===== src/rtl/microseq_pkg.sv =====
// Shared constants for the RVS9 micro-sequencer: next-uPC codes, microword layout,
// the default control-store program and the opcode dispatch table.
package microseq_pkg;

  localparam logic [1:0] NXT_SEQ   = 2'b00;
  localparam logic [1:0] NXT_DISP  = 2'b01;
  localparam logic [1:0] NXT_FETCH = 2'b10;
  localparam logic [1:0] NXT_BR    = 2'b11;

  // The stored program is authored at these widths; micro_rom adapts to the instance widths.
  localparam int ROM_UPC_W  = 4;
  localparam int ROM_CTRL_W = 11;
  localparam int ROM_SEL_W  = 2;
  localparam int ROM_DEPTH  = 2 ** ROM_UPC_W;
  localparam int DISP_OPC_W = 4;
  localparam int DISP_DEPTH = 2 ** DISP_OPC_W;

  typedef struct packed {
    logic [ROM_CTRL_W-1:0] ctrl;
    logic [ROM_SEL_W-1:0]  sel;
    logic                  we;
    logic [1:0]            nxt;
    logic [ROM_UPC_W-1:0]  target;
  } uword_t;

  typedef struct packed {
    logic                 valid;
    logic [ROM_UPC_W-1:0] target;
  } disp_ent_t;

  localparam uword_t UW_IDLE = '{11'h000, 2'd0, 1'b0, NXT_FETCH, 4'd0};

  localparam uword_t DEFAULT_ROM [ROM_DEPTH] = '{
    '{11'h001, 2'd0, 1'b0, NXT_SEQ,   4'd0},   // 0  FETCH
    '{11'h002, 2'd0, 1'b0, NXT_SEQ,   4'd0},   // 1  DECODE
    '{11'h004, 2'd0, 1'b0, NXT_DISP,  4'd0},   // 2  dispatch on opcode
    '{11'h010, 2'd0, 1'b0, NXT_SEQ,   4'd0},   // 3  rr: read field0
    '{11'h020, 2'd1, 1'b0, NXT_SEQ,   4'd0},   // 4  rr: read field1, execute
    '{11'h040, 2'd2, 1'b1, NXT_FETCH, 4'd0},   // 5  rr: write field2
    '{11'h080, 2'd0, 1'b0, NXT_SEQ,   4'd0},   // 6  ri: read field0
    '{11'h100, 2'd1, 1'b0, NXT_SEQ,   4'd0},   // 7  ri: execute with immediate
    '{11'h200, 2'd1, 1'b1, NXT_FETCH, 4'd0},   // 8  ri: write field1
    '{11'h400, 2'd0, 1'b0, NXT_BR,    4'd11},  // 9  branch test
    '{11'h008, 2'd0, 1'b0, NXT_FETCH, 4'd0},   // 10 branch not taken
    '{11'h018, 2'd0, 1'b0, NXT_FETCH, 4'd0},   // 11 branch taken
    UW_IDLE, UW_IDLE, UW_IDLE, UW_IDLE
  };

  localparam disp_ent_t DISP_NONE = '{1'b0, 4'd0};

  localparam disp_ent_t DEFAULT_DISP [DISP_DEPTH] = '{
    '{1'b1, 4'd3}, '{1'b1, 4'd6}, '{1'b1, 4'd9}, DISP_NONE,
    DISP_NONE, DISP_NONE, DISP_NONE, DISP_NONE,
    DISP_NONE, DISP_NONE, DISP_NONE, DISP_NONE,
    DISP_NONE, DISP_NONE, DISP_NONE, DISP_NONE
  };

endpackage


===== src/rtl/micro_rom.sv =====
// Combinational control store: maps a uPC to the fields of its microword.
// Locations beyond the stored program read as an inert FETCH word.
module micro_rom
  import microseq_pkg::*;
#(
  parameter int UPC_W  = 4,
  parameter int CTRL_W = 11,
  parameter int SEL_W  = 2
) (
  input  logic [UPC_W-1:0]  upc_i,
  output logic [CTRL_W-1:0] ctrl_o,
  output logic [SEL_W-1:0]  sel_o,
  output logic              we_o,
  output logic [1:0]        nxt_o,
  output logic [UPC_W-1:0]  target_o
);

  logic [ROM_UPC_W-1:0] ridx;
  uword_t               uw;

  always_comb begin
    ridx = ROM_UPC_W'(upc_i);
    uw   = UW_IDLE;
    if (32'(upc_i) < 32'(ROM_DEPTH)) uw = DEFAULT_ROM[ridx];
    ctrl_o   = CTRL_W'(uw.ctrl);
    sel_o    = SEL_W'(uw.sel);
    we_o     = uw.we;
    nxt_o    = uw.nxt;
    target_o = UPC_W'(uw.target);
  end

endmodule


===== src/rtl/micro_sequencer.sv =====
// Microcoded control unit: valid/ready instruction intake, opcode dispatch, stall,
// conditional branch and illegal-opcode pulse. Optional retire counter: MICROSEQ_RETIRE_CNT_EN.
module micro_sequencer
  import microseq_pkg::*;
#(
  parameter int UPC_W      = 4,
  parameter int OPC_W      = 4,
  parameter int REG_W      = 5,
  parameter int NUM_FIELDS = 3,
  parameter int CTRL_W     = 11,
  parameter int CNT_W      = 32
) (
  input  logic                        clk,
  input  logic                        rst_n,
  input  logic                        instr_valid,
  output logic                        instr_ready,
  input  logic [OPC_W-1:0]            instr_opcode,
  input  logic [NUM_FIELDS*REG_W-1:0] instr_regs,
  input  logic                        stall,
  input  logic                        cond,
  output logic [CTRL_W-1:0]           ctrl_en,
  output logic [REG_W-1:0]            reg_addr,
  output logic                        reg_we,
  output logic [UPC_W-1:0]            upc,
  output logic                        illegal_op
`ifdef MICROSEQ_RETIRE_CNT_EN
  ,output logic [CNT_W-1:0]           retired_cnt
`endif
);

  localparam int SEL_W = (NUM_FIELDS > 1) ? $clog2(NUM_FIELDS) : 1;

  logic [UPC_W-1:0]            upc_q, upc_d;
  logic [OPC_W-1:0]            opcode_q, opcode_d;
  logic [NUM_FIELDS*REG_W-1:0] regs_q, regs_d;

  logic [CTRL_W-1:0] rom_ctrl;
  logic [SEL_W-1:0]  rom_sel;
  logic              rom_we;
  logic [1:0]        rom_nxt;
  logic [UPC_W-1:0]  rom_target;

  logic             accept, active, from_busy, wrap, retire_evt;
  logic             disp_valid;
  logic [UPC_W-1:0] disp_target, upc_inc;
  logic [DISP_OPC_W-1:0] didx;
  disp_ent_t        dent;

  micro_rom #(
    .UPC_W  (UPC_W),
    .CTRL_W (CTRL_W),
    .SEL_W  (SEL_W)
  ) u_rom (
    .upc_i    (upc_q),
    .ctrl_o   (rom_ctrl),
    .sel_o    (rom_sel),
    .we_o     (rom_we),
    .nxt_o    (rom_nxt),
    .target_o (rom_target)
  );

  // A microword executes when not stalled and either mid-instruction or taking an instruction.
  assign instr_ready = (upc_q == '0) & ~stall;
  assign accept      = instr_valid & instr_ready;
  assign active      = ~stall & ((upc_q != '0) | accept);
  assign from_busy   = (upc_q != '0);
  assign wrap        = &upc_q;
  assign upc_inc     = upc_q + 1'b1;
  assign upc         = upc_q;

  always_comb begin
    didx = DISP_OPC_W'(opcode_q);
    dent = DISP_NONE;
    if (32'(opcode_q) < 32'(DISP_DEPTH)) dent = DEFAULT_DISP[didx];
    disp_valid  = dent.valid;
    disp_target = UPC_W'(dent.target);
  end

  always_ff @(posedge clk or negedge rst_n) begin
    if (!rst_n) begin
      upc_q    <= '0;
      opcode_q <= '0;
      regs_q   <= '0;
    end else begin
      upc_q    <= upc_d;
      opcode_q <= opcode_d;
      regs_q   <= regs_d;
    end
  end

  // Incrementing past the last location wraps to FETCH and completes the instruction.
  always_comb begin
    upc_d      = upc_q;
    opcode_d   = opcode_q;
    regs_d     = regs_q;
    retire_evt = 1'b0;
    if (accept) begin
      opcode_d = instr_opcode;
      regs_d   = instr_regs;
    end
    if (active) begin
      case (rom_nxt)
        NXT_SEQ: begin
          upc_d      = upc_inc;
          retire_evt = from_busy & wrap;
        end
        NXT_DISP: begin
          upc_d = disp_valid ? disp_target : '0;
        end
        NXT_FETCH: begin
          upc_d      = '0;
          retire_evt = from_busy;
        end
        default: begin
          upc_d      = cond ? rom_target : upc_inc;
          retire_evt = from_busy & ~cond & wrap;
        end
      endcase
    end
  end

  always_comb begin
    ctrl_en    = '0;
    reg_we     = 1'b0;
    illegal_op = 1'b0;
    reg_addr   = regs_q[REG_W-1:0];
    if (active) begin
      ctrl_en    = rom_ctrl;
      reg_we     = rom_we;
      illegal_op = (rom_nxt == NXT_DISP) & ~disp_valid;
    end
    for (int k = 0; k < NUM_FIELDS; k++) begin
      if (rom_sel == SEL_W'(k)) reg_addr = regs_q[k*REG_W +: REG_W];
    end
  end

`ifdef MICROSEQ_RETIRE_CNT_EN
  logic [CNT_W-1:0] cnt_q, cnt_d;

  assign cnt_d       = retire_evt ? cnt_q + 1'b1 : cnt_q;
  assign retired_cnt = cnt_q;

  always_ff @(posedge clk or negedge rst_n) begin
    if (!rst_n) cnt_q <= '0;
    else        cnt_q <= cnt_d;
  end
`else
  logic unused_retire;
  assign unused_retire = retire_evt ^ CNT_W[0];
`endif

endmodule


===== config.mk =====
export PLATFORM = sky130hd
export DESIGN_NAME = micro_sequencer
export DESIGN_NICKNAME = d
export VERILOG_FILES = /design/src/rtl/microseq_pkg.sv /design/src/rtl/micro_rom.sv /design/src/rtl/micro_sequencer.sv
export SDC_FILE = /design/constraint.sdc
export NUM_CORES = 1
export LEC_CHECK = 0
export BUFFER_PORTS_ARGS = -buffer_cell sky130_fd_sc_hd__buf_2
export CAP_MARGIN = 20
export CORE_ASPECT_RATIO = 0.5
export CORE_MARGIN = 1
export CORE_UTILIZATION = 38
export CTS_BUF_LIST = sky130_fd_sc_hd__clkbuf_2 sky130_fd_sc_hd__clkbuf_4 sky130_fd_sc_hd__clkbuf_8
export CTS_CLUSTER_DIAMETER = 50
export CTS_CLUSTER_SIZE = 20
export DETAILED_ROUTE_END_ITERATION = 10
export MAX_ROUTING_LAYER = met4
export PLACE_DENSITY_LB_ADDON = 0.05
export SKIP_CTS_REPAIR_TIMING = 1
export SYNTH_ARGS = -nofsm -noshare
export SYNTH_HDL_FRONTEND = slang
export SYNTH_HIERARCHICAL = 1
export SYNTH_SLANG_ARGS = --single-unit
export TNS_END_PERCENT = 10

===== constraint.sdc =====
create_clock -name clk -period 4.5 [get_ports clk]
set_clock_uncertainty 0.1 [all_clocks]
set_input_delay 0.45 -clock clk [delete_from_list [all_inputs] [get_ports clk]]
set_output_delay 0.45 -clock clk [all_outputs]
set_load 0.1 [all_outputs]

==> metrics.yaml, run 1 <==
synth:
  ys_seq_area_share_pct: 35.9
  synth.distinct_cells: 39
  ys_ff_latch: 23
  synth_top_area_share_pct: 35.9
  yosys_warnings: 6
  synthesis.instances: 156
  synth_top_area_cell: "dfrtp_1"
  syn_avg_cell_area_um2: 10.3
  syn_area_mm2: 0.00160
  synth_nets: 186
  synth_area_leaders: "dfrtp_1, mux2_4, and2_1"
outcome:
  status: "completed"
routing:
  wl_um: 3100
  avgViaCountPerCell: 4.84
  drt_iter0_markers: 45
  first_pass_iters: 4
  ant_nets: 0
  wl_per_cell_um: 12.4
  drc: 0
  dr_total_vias: 1209
sta:
  finalSetupViolations: 0
  rsz0062_at_grt: "no"
  hold_violations: 0
  relSlewSlack_pct: 55.1
  worst_pin_slew_ps: 673
  maxSlewViolCount: 0
  tns_ps: 0
  fin_crit_sh_pct: 70.5
  clock.fmax_ghz: 0.315
  fin_crit_ps: 3170
layout:
  areaGrowthSynthToFinish_pct: 17.6
  drive_above_1_share_pct: 38.8
  nNetsFinal: 227
  diodes: 0
placed_design:
  io_buffer_count: 46
  hpwlAfterDp_um: 2270
  gp_congestion: 0.785
cts:
  cts_num_sinks: 23
  cts_tree: "built"
  htree_levels: 1
  clockRootBuffer: "clkbuf_8"
  path_clk_slew_ps: 80
  cts_made_buffers: 3
  clock_latency_ps: 260
  cts_max_path_buffers: 2
setup_path:
  cp-end-kind: "primary output"
  cp-startpoint: "upc[2]"
  cp.arrival_ps: 2620
  worst_ep_required_time_ps: 3950
  worstSetupStartpointType: "flip-flop"
  r2r-end: "upc[3]"
  regToRegStartpoint: "upc[1]"
  crit_fanout: 15
  crit_path_end: "reg_addr[2]"
  regToRegSetupSlack_ps: 2390
  path_class: "flip-flop to primary output"
  reg2reg_depth: 8
floorplanning:
  die-area_mm2: 0.00450
  coreArea_mm2: 0.00396
  io-pin-count: 47
  die_x_um: 93.8
  start_util_pct: 40.4
  placement_rows: 16
  die_h_um: 47.9
hold_path:
  hp-class: "input port to async pin"
global_routing:
  antenna_found_initial: 0
  grt_pass1_vias: 1003
  grt_use_total_pct: 14.6
  grt_max_degree: 24
  grt_pass1_wl_um: 4730
  gr-total-overflow: 0
run:
  drv_cap: 0
[critical path: stages, from the launching register on]
cell	delay, ps
dfrtp_1	670
nor2b_2	310
a22o_1	610
mux2i_1	160
a21oi_1	170
buf_2	440
[per-layer routing]
layer,part of all wire [%],vias to the layer above,GRT usage (%)
met3,5.9,0,3.97
li1,-,621,-
met4,0,0,2.77
met1,50,553,18.9
met2,44,35,23.6
met5,0,-,-
[Yosys cell counts, drive strengths merged]
| cell type | instances |
|---|---|
| nand2b | 2 |
| a22o | 2 |
| a21oi | 7 |
| and3b | 1 |
| dfrtp | 23 |
| nand3b | 1 |
| nor4 | 1 |
| mux2i | 6 |
| nor3b | 2 |
| a31oi | 4 |
| and2 | 19 |
| conb | 1 |
| nor4b | 2 |
| o221ai | 1 |
| nor3 | 2 |
| a211oi | 5 |
| ha | 6 |
| or2 | 1 |
| mux2 | 19 |
| a32oi | 1 |
| a21o | 1 |
| nand2 | 9 |
| o21ai | 1 |
| clkbuf | 2 |
| and2b | 1 |
| nand3 | 2 |
| nor2b | 8 |
| nor2 | 7 |
| o211ai | 4 |
| buf | 9 |
| inv | 6 |
[state kept, by name, summed over array words and instances, names as in the netlist]
signal and cells:
upc 4, regs_q 15, didx 4
[through the flow]
stage | hold WS [ps] | std cells | setup WS (ps) | cell area, µm² | utilization, %
4_1_cts | 71.9 | 250 | 1290 | 1880 | 47.5
2_1_floorplan | 54.4 | 156 | 162 | 1610 | -
5_1_grt | 92.7 | 250 | 1160 | 1880 | 47.5
6_report | 58.8 | 250 | 1330 | 1880 | 47.5
3_5_place_dp | 370 | 246 | 1610 | 1840 | 46.4
3_3_place_gp | 366 | 246 | 1650 | 1840 | 46.4
[worst min path at each step]
stage | endpoint | startpoint | slack (ps) | depth (start not counted)
final | regs_q[14] | rst_n | 60 | 1
after global routing | didx[3] | rst_n | 90 | 1
after CTS | regs_q[14] | rst_n | 70 | 1
after detailed placement | regs_q[13] | rst_n | 370 | 1
after global placement | regs_q[14] | rst_n | 370 | 1
after floorplan | didx[0] | rst_n | 50 | 0
[final cells by class]
| type | instances | area, µm² |
|---|---|---|
| Clock inverter | 1 | 5.00 |
| Fill cell | 403 | 2080 |
| Timing Repair Buffer | 47 | 238 |
| Sequential cell | 23 | 576 |
| Inverter | 6 | 22.5 |
| Tap cell | 54 | 67.6 |
| Clock buffer | 3 | 41.3 |
| Multi-Input combinational cell | 116 | 935 |
[cells in the final DEF, fill, tap and decap left out, drive strengths merged, types with 2 or more instances in the layout]
| master | netlist | layout |
|---|---|---|
| dfrtp | 23 | 23 |
| clkbuf | 2 | 3 |
| nor4b | 2 | 2 |
| a211oi | 5 | 5 |
| o211ai | 4 | 4 |
| a21oi | 7 | 7 |
| nor2 | 7 | 7 |
| nand2b | 2 | 2 |
| mux2i | 6 | 6 |
| nor2b | 8 | 8 |
| nor3 | 2 | 2 |
| a22o | 2 | 2 |
| a31oi | 4 | 4 |
| mux2 | 19 | 19 |
| nor3b | 2 | 2 |
| and2 | 19 | 19 |
| ha | 6 | 6 |
| buf | 9 | 47 |
| inv | 6 | 6 |
| nand3 | 2 | 2 |
| nand2 | 9 | 9 |
[logic make-up after synthesis]
group	synth area share (%)
AND/OR/NAND/NOR	22.6
buffers and inverters	6.17
multiplexers	19.4
other	0.234
flip-flops	35.9
AO/OA/AOI/OAI	10.9
adder cells (fa/ha/maj)	4.68
Power of run 1 is left out: the tool's default activity adds up to more than one toggle a clock period on the data nets, which glitch-free logic cannot reach.
==> inputs of run 2 (changes only) <==
==> constraint.sdc (replaced) <==
create_clock -name clk -period 2.55 [get_ports clk]
set_clock_uncertainty 0.1 [all_clocks]
set_input_delay 0.255 -clock clk [delete_from_list [all_inputs] [get_ports clk]]
set_output_delay 0.255 -clock clk [all_outputs]
set_load 0.1 [all_outputs]
==> run 2 against run 1 <==
Against the previous run:
- critical path depth grew 3
- count of clock-buffer cells in the layout unchanged
- die area did not move
- utilization increased by 11 points
- first-iteration DRC count decreased by 67%
- design area rose by 24%
- wire length is 8.2% higher
- highest routed layer is now met4
==> metrics.yaml, run 2 (synthesized netlist as in run 1, its figures left out) <==
global_routing:
  gr-total-overflow: 0  # unchanged
  grt_use_total_pct: 15.9  # +1.2 points
  antenna_found_initial: 0  # unchanged
  grt_max_degree: 24  # unchanged
  grt_pass1_wl_um: 5270  # +11%
  grt_pass1_vias: 1164  # +16%
setup_path:
  cp-end-kind: "primary output"
  worstSetupStartpointType: "flip-flop"
  crit_fanout: 15  # unchanged
  cp.arrival_ps: 2130  # -490 ps
  path_class: "flip-flop to primary output"
  worst_ep_required_time_ps: 2190  # -1760 ps
outcome:
  status: "completed"
cts:
  clockRootBuffer: "clkbuf_8"
  cts_max_path_buffers: 2  # unchanged
  cts_num_sinks: 23  # unchanged
  clock_latency_ps: 260  # about the same
  path_clk_slew_ps: 90  # about the same
  cts_made_buffers: 3  # unchanged
  cts_tree: "built"
  htree_levels: 1  # unchanged
floorplanning:
  die_x_um: 93.8  # unchanged
  placement_rows: 16  # unchanged
  io-pin-count: 47  # unchanged
  die-area_mm2: 0.00450  # unchanged
  start_util_pct: 40.4  # unchanged
  coreArea_mm2: 0.00396  # unchanged
  die_h_um: 47.9  # unchanged
sta:
  rsz0062_at_grt: "yes"
  hold_violations: 0  # unchanged
  fin_crit_ps: 2490
  clock.fmax_ghz: 0.402
  finalSetupViolations: 0  # unchanged
  relSlewSlack_pct: 63.9  # +8.7 points
  fin_crit_sh_pct: 97.6
  maxSlewViolCount: 0  # unchanged
  worst_pin_slew_ps: 542  # -131 ps
routing:
  drc: 0  # unchanged
  wl_per_cell_um: 13.1  # +5.7%
  ant_nets: 0  # unchanged
  avgViaCountPerCell: 4.88  # +0.89%
  first_pass_iters: 4  # unchanged
  drt_iter0_markers: 15  # -67%
  wl_um: 3350  # +8.2%
  dr_total_vias: 1249  # +3.3%
layout:
  top_register: "regs_q"
  largest_reg_flops: 15  # unchanged
  nFillCells: 353  # -12%
  diodes: 0  # unchanged
  nNetsFinal: 233  # +2.6%
  layout_commonest_cell: "buf_2"
  areaGrowthSynthToFinish_pct: 45.3
  mostFrequentLayoutCells: "buf_2, dfrtp_1, and2_1, buf_12, mux2_4"
  drive_above_1_share_pct: 49.0  # +10 points
  finalInstanceArea_mm2: 0.00233  # +24%
placed_design:
  io_buffer_count: 46  # unchanged
  placed_area_mm2: 0.00224  # +22%
  hpwlAfterDp_um: 2480  # +9.6%
  gp_congestion: 0.800  # +1.9%
run:
  drv_cap: 0  # unchanged
hold_path:
  hp-class: "input port to flip-flop"
run 2: cell type report:
type | count | area, µm² | area share (%)
clock inverters | 1 | 7.51 | 0.322
well taps | 54 | 67.6 | 2.90
repair buffers | 53 | 563 | 24.2
multi-input cells | 116 | 1040 | 44.6
clock buffers | 3 | 41.3 | 1.77
flip-flops and latches | 23 | 588 | 25.3
inverters | 6 | 22.5 | 0.967
run 2: path summary, 6_finish.rpt:
kind                            slack, ps  cells after the start           start     endpoint
max in group asynchronous            1540                      2           rst_n       upc[1]
worst min-delay path                  110                      2  instr_regs[10]   regs_q[10]
worst max-delay path                   60                      8          upc[0]  reg_addr[1]
worst min register to register        410                      1      regs_q[10]   regs_q[10]
min in group asynchronous             400                      2           rst_n    regs_q[4]
worst max register to register        540                      9          upc[1]       upc[2]
run 2: stage by stage:
step	setup WS (ps)	hold slack, ps	TNS (ps)	std cells	utilization, %
final	60.2	115	0	256	58.7
after global routing	-50.5	105	-115	256	58.7
after detailed placement	227	172	0	251	56.4
after CTS	-82.8	-129	-308	255	57.6
after global placement	268	168	0	251	56.4
after floorplan	-397	-141	-7560	156	-
run 2: layer usage:
layer | GRT usage, % | routed length (µm) | vias to the layer above
met4 | 2.77 | 8 | 0
met2 | 28.0 | 1570 | 28
li1 | - | - | 632
met5 | - | 0 | -
met1 | 19.4 | 1640 | 587
met3 | 3.65 | 134 | 2
run 2: critical path, cell delays in order (launching register included):
cell and delay, ps:
dfrtp_4 530, inv_1 100, ha_1 230, inv_1 60, a22o_1 190, buf_8 180, mux2i_1 310, a21oi_4 100
buf_12 180
Power of run 2 is left out for the same reason.
